==> src/rtl/gray_seq_ctrl.sv <==
// Gray-code position sequencer: single steps, bounded runs and continuous runs in either direction.
// Optional pause input and PAUSED state are enabled by defining GRAY_SEQ_PAUSE_EN.
module gray_seq_ctrl #(
    parameter int unsigned WIDTH = 3,
    parameter int unsigned CNT_W = 8
) (
    input  logic             clk,
    input  logic             reset,
    input  logic             clear,
    input  logic             start,
    input  logic             stop,
    input  logic             step,
    input  logic             dir,
    input  logic             cont,
    input  logic [CNT_W-1:0] steps,
`ifdef GRAY_SEQ_PAUSE_EN
    input  logic             pause,
`endif
    output logic [WIDTH-1:0] gray,
    output logic [WIDTH-1:0] bin,
    output logic             busy,
    output logic             done,
    output logic             wrap
);

    typedef enum logic [1:0] {
        IDLE,
        RUN,
        DONE
`ifdef GRAY_SEQ_PAUSE_EN
        , PAUSED
`endif
    } state_t;

    state_t           state, next_state;
    logic [CNT_W-1:0] remaining;
    logic             cont_run;

    logic             advance;
    logic             load_bounded;
    logic             load_cont;
    logic             dec_remaining;
    logic             wraps;
    logic [WIDTH-1:0] bin_next;
    logic [WIDTH-1:0] gray_next;

    always_comb begin
        bin_next  = dir ? bin - 1'b1 : bin + 1'b1;
        gray_next = bin_next ^ (bin_next >> 1);
        wraps     = dir ? (bin == '0) : (bin == '1);
    end

    always_comb begin
        next_state    = state;
        advance       = 1'b0;
        load_bounded  = 1'b0;
        load_cont     = 1'b0;
        dec_remaining = 1'b0;
        case (state)
            IDLE: begin
                // start wins over step even when a zero-length start is ignored
                if (start) begin
                    if (cont) begin
                        load_cont  = 1'b1;
                        next_state = RUN;
                    end else if (steps != '0) begin
                        load_bounded = 1'b1;
                        next_state   = RUN;
                    end
                end else if (step) begin
                    advance = 1'b1;
                end
            end
            RUN: begin
                if (stop) begin
                    next_state = IDLE;
`ifdef GRAY_SEQ_PAUSE_EN
                end else if (pause) begin
                    next_state = PAUSED;
`endif
                end else begin
                    advance = 1'b1;
                    if (!cont_run) begin
                        dec_remaining = 1'b1;
                        if (remaining == CNT_W'(1)) begin
                            next_state = DONE;
                        end
                    end
                end
            end
            DONE: begin
                next_state = IDLE;
            end
`ifdef GRAY_SEQ_PAUSE_EN
            PAUSED: begin
                if (stop) begin
                    next_state = IDLE;
                end else if (!pause) begin
                    next_state = RUN;
                end
            end
`endif
            default: begin
                next_state = IDLE;
            end
        endcase
    end

    always_ff @(posedge clk or posedge reset) begin
        if (reset) begin
            state     <= IDLE;
            bin       <= '0;
            gray      <= '0;
            remaining <= '0;
            cont_run  <= 1'b0;
            busy      <= 1'b0;
            done      <= 1'b0;
            wrap      <= 1'b0;
        end else if (clear) begin
            state     <= IDLE;
            bin       <= '0;
            gray      <= '0;
            remaining <= '0;
            cont_run  <= 1'b0;
            busy      <= 1'b0;
            done      <= 1'b0;
            wrap      <= 1'b0;
        end else begin
            state <= next_state;
            if (advance) begin
                bin  <= bin_next;
                gray <= gray_next;
            end
            wrap <= advance && wraps;
`ifdef GRAY_SEQ_PAUSE_EN
            busy <= (next_state == RUN) || (next_state == PAUSED);
`else
            busy <= (next_state == RUN);
`endif
            // done trails the DONE state by one edge so it lands one cycle after the last advance
            done <= (state == DONE);
            if (load_bounded) begin
                remaining <= steps;
                cont_run  <= 1'b0;
            end else if (load_cont) begin
                cont_run  <= 1'b1;
            end else if (dec_remaining) begin
                remaining <= remaining - 1'b1;
            end
        end
    end

endmodule

==> config.mk <==
export PLATFORM = sky130hd
export DESIGN_NAME = gray_seq_ctrl
export DESIGN_NICKNAME = d
export VERILOG_FILES = /design/src/rtl/gray_seq_ctrl.sv
export SDC_FILE = /design/constraint.sdc
export NUM_CORES = 1
export LEC_CHECK = 0
export BUFFER_PORTS_ARGS = -buffer_cell sky130_fd_sc_hd__buf_2
export CAP_MARGIN = 20
export CORE_MARGIN = 2
export CORE_UTILIZATION = 40
export DETAILED_ROUTE_END_ITERATION = 8
export PLACE_DENSITY = 0.68
export SETUP_SLACK_MARGIN = 0.5
export SLEW_MARGIN = 30
export SYNTH_ARGS = -nofsm -noshare
export SYNTH_HDL_FRONTEND = slang
export SYNTH_SLANG_ARGS = --single-unit
==> constraint.sdc <==
create_clock -name clk -period 2 [get_ports clk]
set_clock_uncertainty 0.15 [all_clocks]
set_input_delay 0.4 -clock clk [delete_from_list [all_inputs] [get_ports clk]]
set_output_delay 0.4 -clock clk [all_outputs]
set_load 0.01 [all_outputs]
==> impl_metrics.py <==
metrics = {
    "worst_setup_path": {
        "r2r_start": "state[1]$_DFF_PP0_",
        "worstPathRequired_ps": 2060,
        "criticalPathCategory": "flip-flop to flip-flop",
        "start_kind": "flip-flop",
        "cp-end-kind": "flip-flop",
        "path_max_fanout": 2,
        "arrival_ps": 1830,
        "worst_setup_path_startpoint": "state[1]$_DFF_PP0_",
    },
    "logic_synthesis": {
        "synthXorXnorAreaFrac_pct": 9.73,
        "synth_compound_area_share_pct": 12.9,
        "syn_area_um2": 1080,
        "ys_seq_area_share_pct": 44.0,
        "synthMuxAreaShare_pct": 2.78,
        "synth-main-ff-cell": "dfrtp_1",
        "synthAdderAreaFrac_pct": 4.17,
        "syn_nets": 123,
        "synth.ff_latch_count": 19,
        "synth-simple-area-share_pct": 21.6,
        "synth_area_per_cell_um2": 10.4,
        "async_reset_ff_share_pct": 100,
        "netlist_instances": 104,
        "synth_edf_count": 0,
        "synthDistinctLibCells": 32,
        "yosys_warnings": 0,
        "synth_top_family_by_area": "simple AND/OR/NAND/NOR gates",
    },
    "clock_network": {
        "cts.sinks": 19,
        "path_clk_slew_ps": 110,
        "cts_tree": "built",
        "insertion_delay_ps": 300,
        "cts-htree-levels": 1,
        "clock_path_buffers": 2,
        "clockRootBuffer": "clkbuf_4",
        "cts_inserted_buffers": 3,
    },
    "power_and_ir_drop": {
        "ir_worst_vdd_mv": 0.521,
        "p_leak_uw": 0.000656,
        "p_per_area_nw_per_um2": 653,
    },
    "sta": {
        "fmax_ghz": 0.566,
        "setup_violations": 0,
        "worst_pin_slew_ps": 503,
        "finalSetupTns_ps": 0,
        "max_slew_margin_pct": 66.2,
        "drv_slew": 0,
        "rsz0062_at_grt": "true",
        "min_period_ps": 1770,
        "min_period_over_period_pct": 88.4,
        "hold_viol": 0,
    },
    "drt": {
        "first_pass_iters": 5,
        "finalWirelength_mm": 2.87,
        "drc": 0,
        "via_count": 978,
        "ant_nets": 0,
        "avgViaCountPerCell": 5.62,
        "first_iter_violations": 25,
        "routedWlPerCell_um": 16.5,
    },
    "grt": {
        "busiest_layer": "met2",
        "antenna_found_initial": 0,
        "grt_use_met2_pct": 31.3,
        "grt_use_met3_pct": 4.65,
        "grt_max_degree": 20,
        "grt_pass1_vias": 967,
        "grt_pass1_wl_mm": 4.51,
        "use_met1_pct": 23.1,
        "grt_usage_pct": 18.5,
        "grt_overflow": 0,
    },
    "placed_design": {
        "routabilityCongestion": 0.824,
        "dp_hpwl_mm": 1.73,
        "portBuffers": 24,
        "dpl.cell_count": 157,
    },
    "layout": {
        "nets": 164,
        "mostFrequentLayoutCells": "buf_2, dfrtp_1, nor2_1, buf_4, buf_6",
        "nFillCells": 191,
        "final_cells": 174,
        "final_util_pct": 59.7,
        "area_delta_synth_final_pct": 39.5,
        "mostFrequentLayoutCell": "buf_2",
        "drive_gt1_share_pct": 47.9,
        "antenna_cells": 0,
    },
    "job": {
        "cap_violations": 0,
    },
    "die": {
        "initial_core_util_pct": 42.8,
        "die_x_um": 56.0,
        "core_area_um2": 2520,
        "ios": 25,
        "die_area_um2": 3130,
        "rows": 18,
        "die_y_um": 56.0,
    },
    "outcome": {
        "outcome": "complete, no violations",
    },
    "min_path": {
        "hp-start": "steps[1]",
        "hold_class": "input port to flip-flop",
    },
}
-- metal layers --
layer,vias up,routed length (um)
li1,453,-
met1,490,1230
met2,31,1470
met3,4,135
met4,0,39
met5,-,0
-- state kept, by name, indices dropped and copies added, names as in the netlist --
signal     count
bin            2
busy           1
cont_run       1
done           1
gray           3
remaining      8
state          2
wrap           1
-- synthesized netlist by cell type (all sizes together), types with 2 or more instances --
cell type / n / area [um^2]
a211oi: 10 / 75.1
a21oi: 3 / 18.8
buf: 4 / 37.5
dfrtp: 19 / 475
ha: 2 / 25.0
inv: 3 / 11.3
mux2i: 3 / 30.0
nand2: 6 / 22.5
nand2b: 2 / 12.5
nand3: 3 / 20.0
nor2: 14 / 52.6
nor3b: 3 / 22.5
nor4: 4 / 25.0
nor4b: 4 / 50.1
xnor2: 6 / 52.6
xor2: 6 / 52.6
-- worst max-delay path: stages (launching register included) --
cell	delay [ps]
dfrtp_2	450
nor4b_4	310
nand3_2	130
or4_1	430
a311oi_2	210
-- stage by stage --
step           total power [uW]  area (um^2)  hold WS, ps  setup WS [ps]
2_1_floorplan               628         1080          201            111
3_3_place_gp                693         1230          271           95.7
3_5_place_dp                701         1230          269           61.6
4_1_cts                     936         1410          195            215
5_1_grt                    1030         1510          205            158
6_report                    984         1510          206            233
-- repair_timing --
item / in CTS / in global routing
setup endpoints to repair: 14 / 22
gates resized for setup: 17 / 16
hold buffers: 1 / 0
pin swaps: 11 / 9
buffers inserted: 8 / 3
hold endpoints to repair: 10 / 0
gates cloned: 1 / 0
-- area by class of cell --
type | count | area (um^2) | area share (%)
multi-input cells | 78 | 679 | 45.1
repair buffers | 40 | 272 | 18.0
flip-flops and latches | 19 | 480 | 31.9
clock buffers | 4 | 26.3 | 1.74
inverters | 3 | 11.3 | 0.748
well taps | 30 | 37.5 | 2.49
-- final timing paths --
path | end | slack (ps) | cells past startpoint
max | remaining[6]$_DFFE_PP0P_ | 230 | 4
min | remaining[1]$_DFFE_PP0P_ | 210 | 3
max reg2reg | remaining[6]$_DFFE_PP0P_ | 230 | 4
min reg2reg | gray[1]$_DFFE_PP0P_ | 400 | 2
max in group asynchronous | state[0]$_DFF_PP0_ | 710 | 4
min in group asynchronous | bin[0]$_DFFE_PP0P_ | 470 | 3
-- kinds of logic (layout without fill, tap and decap cells) --
kind of cell	count (synthesis)	after routing
AOI/OAI and AO/OA	19	20
muxes	3	3
buffers and inverters	8	47
adders and majority gates	3	3
DFF	19	19
and+or+nand+nor	40	40
xor gates and xnor gates	12	12
-- power breakdown --
part | internal [uW] | total, uW | switching, uW
combinational | 167 | 326 | 159
sequential | 419 | 459 | 39.9
clock | 77.8 | 199 | 121
Note: power is estimated with default switching activity, not from simulation.
